===== src/rtl/timelock_iterator.sv =====
// timelock_iterator
//   Sequencer between the host command controller and one carry-save timelock
//   squaring engine. Runs a programmable number of back-to-back engine
//   iterations, feeding each result (ys/yc) back as the next operand (xs/xc),
//   guards every iteration with a watchdog and reports the final carry-save
//   value together with a one-cycle done pulse.
//
//   state  | meaning
//   -------+---------------------------------------------------------------
//   IDLE   | no job; eng_ld=1, waiting for start
//   LOAD   | eng_ld=1 with stable operands for LD_CYCLES cycles
//   RUN    | eng_ld=0, engine computing; waiting for eng_dn or watchdog
//   FINISH | one cycle; publish out_s/out_c, pulse done, drop busy
//
// Ports
//   clk, rst              clock, asynchronous active-high reset
//   start, abort          job request pulse / cancel current job
//   in_s, in_c, count     initial carry-save value and iteration count
//   busy, done            job in progress / one-cycle completion pulse
//   err_timeout           last job ended by watchdog (sticky until next start)
//   out_s, out_c          final carry-save value of the last completed job
//   iters_done            iterations completed in the current/last job
//   eng_ld, eng_xs/xc     engine load control and operands
//   eng_dn, eng_ys/yc     engine result valid and result

module timelock_iterator #(
  parameter int WIDTH     = 184,
  parameter int CNT_W     = 32,
  parameter int LD_CYCLES = 2,
  parameter int TIMEOUT   = 65535
) (
  input  logic             clk,
  input  logic             rst,
  input  logic             start,
  input  logic             abort,
  input  logic [WIDTH-1:0] in_s,
  input  logic [WIDTH-1:0] in_c,
  input  logic [CNT_W-1:0] count,
  output logic             busy,
  output logic             done,
  output logic             err_timeout,
  output logic [WIDTH-1:0] out_s,
  output logic [WIDTH-1:0] out_c,
  output logic [CNT_W-1:0] iters_done,
  output logic             eng_ld,
  output logic [WIDTH-1:0] eng_xs,
  output logic [WIDTH-1:0] eng_xc,
  input  logic             eng_dn,
  input  logic [WIDTH-1:0] eng_ys,
  input  logic [WIDTH-1:0] eng_yc
);

  localparam int LD_W = (LD_CYCLES > 1) ? $clog2(LD_CYCLES) : 1;
  localparam int WD_W = $clog2(TIMEOUT);

  // Both timers are down-counters; the terminal count is zero.
  localparam logic [LD_W-1:0]  LD_LOAD = LD_W'(LD_CYCLES - 1);
  localparam logic [LD_W-1:0]  LD_ONE  = LD_W'(1);
  localparam logic [WD_W-1:0]  WD_LOAD = WD_W'(TIMEOUT - 1);
  localparam logic [WD_W-1:0]  WD_ONE  = WD_W'(1);
  localparam logic [CNT_W-1:0] CNT_ONE = CNT_W'(1);

  typedef enum logic [1:0] {
    S_IDLE   = 2'd0,
    S_LOAD   = 2'd1,
    S_RUN    = 2'd2,
    S_FINISH = 2'd3
  } state_t;

  state_t           state;
  logic [WIDTH-1:0] work_s;
  logic [WIDTH-1:0] work_c;
  logic [CNT_W-1:0] remaining;
  logic [LD_W-1:0]  ld_tmr;
  logic [WD_W-1:0]  wdog;

  // wdog still at its load value means this is the first RUN cycle, where a
  // dn left over from the previous iteration must not be taken as a result.
  logic run_first;
  assign run_first = (wdog == WD_LOAD);

  always_ff @(posedge clk or posedge rst) begin
    if (rst) begin
      state       <= S_IDLE;
      busy        <= 1'b0;
      done        <= 1'b0;
      err_timeout <= 1'b0;
      out_s       <= '0;
      out_c       <= '0;
      iters_done  <= '0;
      eng_ld      <= 1'b1;
      eng_xs      <= '0;
      eng_xc      <= '0;
      work_s      <= '0;
      work_c      <= '0;
      remaining   <= '0;
      ld_tmr      <= '0;
      wdog        <= '0;
    end else begin
      done <= 1'b0;

      if (abort && (state != S_IDLE)) begin
        // Cancel: keep outputs, err flag and progress as they are.
        state  <= S_IDLE;
        busy   <= 1'b0;
        eng_ld <= 1'b1;
      end else begin
        unique case (state)
          S_IDLE: begin
            eng_ld <= 1'b1;
            if (start && !abort) begin
              // Operand registers are written together with the working
              // registers so they are already stable on the first LOAD cycle.
              work_s      <= in_s;
              work_c      <= in_c;
              eng_xs      <= in_s;
              eng_xc      <= in_c;
              remaining   <= count;
              iters_done  <= '0;
              err_timeout <= 1'b0;
              busy        <= 1'b1;
              ld_tmr      <= LD_LOAD;
              state       <= (count == '0) ? S_FINISH : S_LOAD;
            end
          end

          S_LOAD: begin
            eng_ld <= 1'b1;
            if (ld_tmr == '0) begin
              state  <= S_RUN;
              eng_ld <= 1'b0;
              wdog   <= WD_LOAD;
            end else begin
              ld_tmr <= ld_tmr - LD_ONE;
            end
          end

          S_RUN: begin
            if (eng_dn && !run_first) begin
              // A result in the terminal watchdog cycle still counts.
              work_s     <= eng_ys;
              work_c     <= eng_yc;
              eng_xs     <= eng_ys;
              eng_xc     <= eng_yc;
              remaining  <= remaining - CNT_ONE;
              iters_done <= iters_done + CNT_ONE;
              wdog       <= WD_LOAD;
              eng_ld     <= 1'b1;
              ld_tmr     <= LD_LOAD;
              state      <= (remaining == CNT_ONE) ? S_FINISH : S_LOAD;
            end else if (wdog == '0) begin
              err_timeout <= 1'b1;
              eng_ld      <= 1'b1;
              state       <= S_FINISH;
            end else begin
              wdog <= wdog - WD_ONE;
            end
          end

          S_FINISH: begin
            out_s  <= work_s;
            out_c  <= work_c;
            done   <= 1'b1;
            busy   <= 1'b0;
            eng_ld <= 1'b1;
            state  <= S_IDLE;
          end

          default: begin
            state  <= S_IDLE;
            busy   <= 1'b0;
            eng_ld <= 1'b1;
          end
        endcase
      end
    end
  end

endmodule


===== config.mk =====
export PLATFORM = sky130hd
export DESIGN_NAME = timelock_iterator
export DESIGN_NICKNAME = d
export VERILOG_FILES = /design/src/rtl/timelock_iterator.sv
export SDC_FILE = /design/constraint.sdc
export NUM_CORES = 2
export LEC_CHECK = 0
export CORE_AREA = 3 3 600 602
export CTS_CLUSTER_DIAMETER = 40
export DETAILED_ROUTE_END_ITERATION = 10
export DIE_AREA = 0 0 603 605
export SLEW_MARGIN = 20
export SYNTH_ARGS = -nofsm -noshare
export SYNTH_HDL_FRONTEND = slang
export SYNTH_SLANG_ARGS = --single-unit

===== constraint.sdc =====
create_clock -name clk -period 51 [get_ports clk]
set_input_delay 5.1 -clock clk [delete_from_list [all_inputs] [get_ports clk]]
set_output_delay 5.1 -clock clk [all_outputs]
set_load 0.02 [all_outputs]

---- Yosys cells after proc, flatten, opt, wreduce, memory -nomap -nowiden ----
Index checks and enable logic that the tools add are counted.
word-level totals
  register bits ........................... 823
  input port bits ......................... 773
  word-level logic and storage cells ...... 93
cells by class
  add/subtract/negate cells ............... 4
  eq/ne operators ......................... 14
  mux-type cells .......................... 40
  bitwise operators ....................... 1
  reductions and logical operators ........ 21
operator list
  operator               number
  $mux 184               4
  $pmux 184 s2           2
  $mux 32                4
  $pmux 32 s2            2
  $mux 16                3
  $add 32x1->32 const B  1
  $eq 32x1->1 const B    1
  $logic_not 32->1       1
  $pmux 16 s2            1
  $sub 32x1->32 const B  1
  $eq 16x16->1 const B   1
  $logic_not 16->1       1
  $sub 16x1->16 const B  1
  $mux 2                 7
  $mux 1                 12
  $reduce_and 4->1       3
  $ne 2x2->1 const B     5
  $ne 3x3->1 const B     3
  $pmux 2 s4             1
  $pmux 1 s3             2
  $reduce_bool 2->1      3
  $reduce_bool 3->1      2
  $reduce_and 5->1       1
  $eq 2x2->1 const B     2
  11 further kinds       16

---- Longest topological paths before layout ----
  word-level depth ........................ 6
  mapped depth ............................ 9

---- Worst setup path before layout ----
No wires, ideal clock.
  path type ............................... in2reg
  from .................................... input port start
  to ...................................... register iters_done[22]
  library setup time ...................... 78 ps
  arrival ................................. 6721 ps
  required time ........................... 50922 ps
  slack ................................... 44201 ps
  cell stages on the path ................. 6
  path through ............................ nor2_1 -> or4_1 -> clkbuf_1 -> a211o_1 -> or4_1 -> a21oi_1
between the ends
  word-level cells in the longest chain between the ends .. 3
RTL lines
  item                        RTL line  RTL
  start: declaration          34        input logic start,
  $logic_and 1x1->1           111       if (start && !abort) begin
  $ne 2x2->1 (no line)        -
  $reduce_and 4->1 (no line)  -
  end signal: assignment      146       iters_done <= iters_done + CNT_ONE;
  end: declaration            44        output logic [CNT_W-1:0] iters_done,
Every way passes these cells.
A chain may end at the register's enable or synchronous reset.

---- Final worst setup path ----
  from .................................... input port abort
  to ...................................... register work_c[120]
between the ends
  word-level cells in the longest chain between the ends .. 4
RTL lines
  item                          RTL line  RTL
  start: declaration            35        input logic abort,
  $logic_not 1->1               111
  $logic_and 1x1->1             111
  $ne 2x2->1 (no line)          -
  $reduce_and 4->1 (no line) *  -
  end signal: assignment        115       work_c <= in_c;
  end signal: assignment        142       work_c <= eng_yc;
  end: declaration              72        logic [WIDTH-1:0] work_c;
Every way passes the cells marked *; elsewhere a longest branch is shown, timed or not.

==> metrics.txt <==
Routed Antenna Nets=0; WP data required=about 52 ns; Seq/Total Area, Yosys=slightly below 60%; Skew-Pair Late Insertion Delay=approximately 0.90 ns; Final Util=between 10% and 20%; most common cell after layout, fill and taps aside=nand2_1; post-synthesis cell count=roughly 4200; die area=between 0.3 and 0.4 mm2; Synth cell types=between 60 and 70; busiest grt layer=met2; endpoints failing setup=0; period utilisation layout=approximately a fifth; Final Max Slew Viols=0; RSZ-0062 raised after global routing=false; clock sink count=about 800; most used flip-flop cell after synthesis=dfrtp_1; GRT Util Overall=~17%; Setup Fix Bufs, Post-CTS=0; DRC Markers=0; gp weighted congestion=0.912; Max Root-Sink Buffers=4; I/O Buffers=1544; DR iter-0 viols=approximately 3400; H-tree levels=4; CTS tree=yes; Startpoint Class=input pin; LEAKAGE=roughly 0.026 uW; Root Buffer=clkbuf_16; Period minus WS final=around 9.7 ns; Max Cap Violations=0; PwrDens=63.6 mW/mm2; Fin. Hold Viols=0; drt first pass iters=5; total CTS buffers=just under 200; synth warn=0; largest area contributor in the netlist=dfrtp_1; EDFF count, synth=0; synth top area cells=dfrtp_1 (59%), nand2_1 (20%), a31oi_1 (6.7%); grt met1 use=between 10% and 20%; largest net degree at the start of global routing=150; initial antenna violation count=between 150 and 200; vias in the first global route=roughly 37000; crit path capture type=flip-flop; layout cell share with drive strength beyond 1=between 7 and 8%; post-route cell area=around 0.063 mm2; grt total ovfl=0; Rows=roughly 220; hold bufs inserted after CTS=0; average cell area after synthesis=8.43 um2; placed instance area=0.0559 mm2; FMAX=approximately 0.10 GHz; Post-layout nets=~6500; worst slew pin tran=about 1.1 ns; IO Count=1545; Initial Util=about a tenth; Setup TNS=0 ns; Yosys top cell area share=approximately 60%; Place WS=a little over 40 ns; global-route wire length before repair=between 400000 and 500000 um; Avg WL per Cell=just over 30 um; post-synthesis register bit count=between 800 and 900; Worst Path Max Fanout=149; CTS clk-pin slew, worst paths=roughly 0.050 ns; normalized max-slew margin=27.0%; die width=roughly 600 um; post-layout power=about 4000 uW; drt via density=approximately 3.6; Detail Placement HPWL=about 270000 um; worst vdd ir=between 20 and 30 uV; Die H=approximately 610 um; M3 GR Usage=10.7%; worst setup slack after layout=a little over 40 ns; critical setup path kind=input pin to flip-flop; status=finished clean; clock skew=roughly 0.098 ns; post_cts resized=0; commonest non-fill, non-tap cells in the layout=nand2_1 (1881), clkdlybuf4s50_1 (1544), dfrtp_1 (822); Post-Syn Area=between 0.03 and 0.04 mm2; core footprint=between 0.3 and 0.4 mm2; total number of vias=approximately 38000; Async SR Flop Fraction=100%; drt total wl=~320000 um; HP Class=flip-flop to flip-flop; GR Util met2=between 20% and 30%; Arrival @ worst endpoint=around 10 ns; syn_nets=4944; synth-to-layout area growth=79.9%
critical path: stages:
cell	delay, ns
clkdlybuf4s50_1	0.77
or3_1	0.58
a21oi_4	0.13
buf_4	0.53
buf_12	0.57
buf_4	0.59
buf_4	0.85
buf_4	0.75
nor2_1	0.09
a31oi_1	0.18
per-layer routing:
layer,wire length (um),part of all wire [%]
met1,118000,36
met2,146000,45
met3,47500,15
met4,12200,3.8
met5,742,0.23
cell usage after synthesis (3+ instances only):
cell	count
xor2_1	4
nand4_1	13
nor4_1	22
nor2_1	436
clkbuf_1	249
inv_1	17
a211oi_1	9
or3_1	16
o2111ai_1	3
o21ai_0	45
o22ai_1	3
nand2_1	1881
nor3b_1	3
ha_1	6
o22a_1	5
o21ai_1	3
and3_1	4
o32ai_1	3
and4_1	4
buf_2	20
mux2i_1	3
or4_1	10
o2bb2ai_1	7
or2_2	6
nor4_2	4
nand3_1	31
dfrtp_1	822
nor4b_1	3
a31oi_1	377
a21oi_1	54
a22oi_1	11
o31ai_1	8
o211ai_1	5
buf_1	8
nor3_1	23
a211o_1	3
xnor2_1	10
worst paths after layout:
kind,startpoint,endpoint,slack (ns),cells past startpoint
setup / recovery,abort,work_c[120],41.32,10
hold / removal,work_c[39],out_c[39],0.47,2
setup reg to reg,state[1],work_c[120],45.44,10
hold reg to reg,work_c[39],out_c[39],0.47,2
max in group asynchronous,rst,out_s[89],42.46,6
min in group asynchronous,rst,work_c[130],4.77,2
flip-flops by register name (all words and copies together) (netlist names):
name,flops
out_s,184
work_c,184
err_timeout,1
iters_done,32
out_c,184
busy,1
work_s,184
wdog,16
state,2
eng_ld,1
remaining,32
ld_tmr,1
done,1
through the flow:
| stage | instances | hold WS, ns |
|---|---|---|
| after floorplan | 4165 | 0.457 |
| after global placement | 10200 | 0.457 |
| after detailed placement | 10200 | 0.461 |
| after CTS | 10600 | 0.473 |
| after global routing | 10600 | 0.486 |
| final | 10600 | 0.467 |
power by group:
group | leakage [uW] | total [uW] | switching, uW | internal, uW
logic | 0.0128 | 1520 | 973 | 550
registers | 0.00991 | 1130 | 235 | 893
clock network | 0.00344 | 1370 | 459 | 909
cell type report:
class	count	area (um2)
fillers	39700	292000
flip-flops and latches	823	20600
repair buffers	1594	15900
multi-input cells	3047	13500
well taps	4751	5940
clock buffers	233	5270
clock inverters	127	1850
diodes	51	128
inverters	18	82.6
cell families after synthesis:
logic type / share of synthesized area [%]
flip-flops: 58.6
AND/OR/NAND/NOR: 27.4
buffers and inverters: 3.22
multiplexers: 0.118
XOR/XNOR: 0.349
AO/OA/AOI/OAI: 10.1
adder cells (fa/ha/maj): 0.214
(Power assumes the default switching activity.)
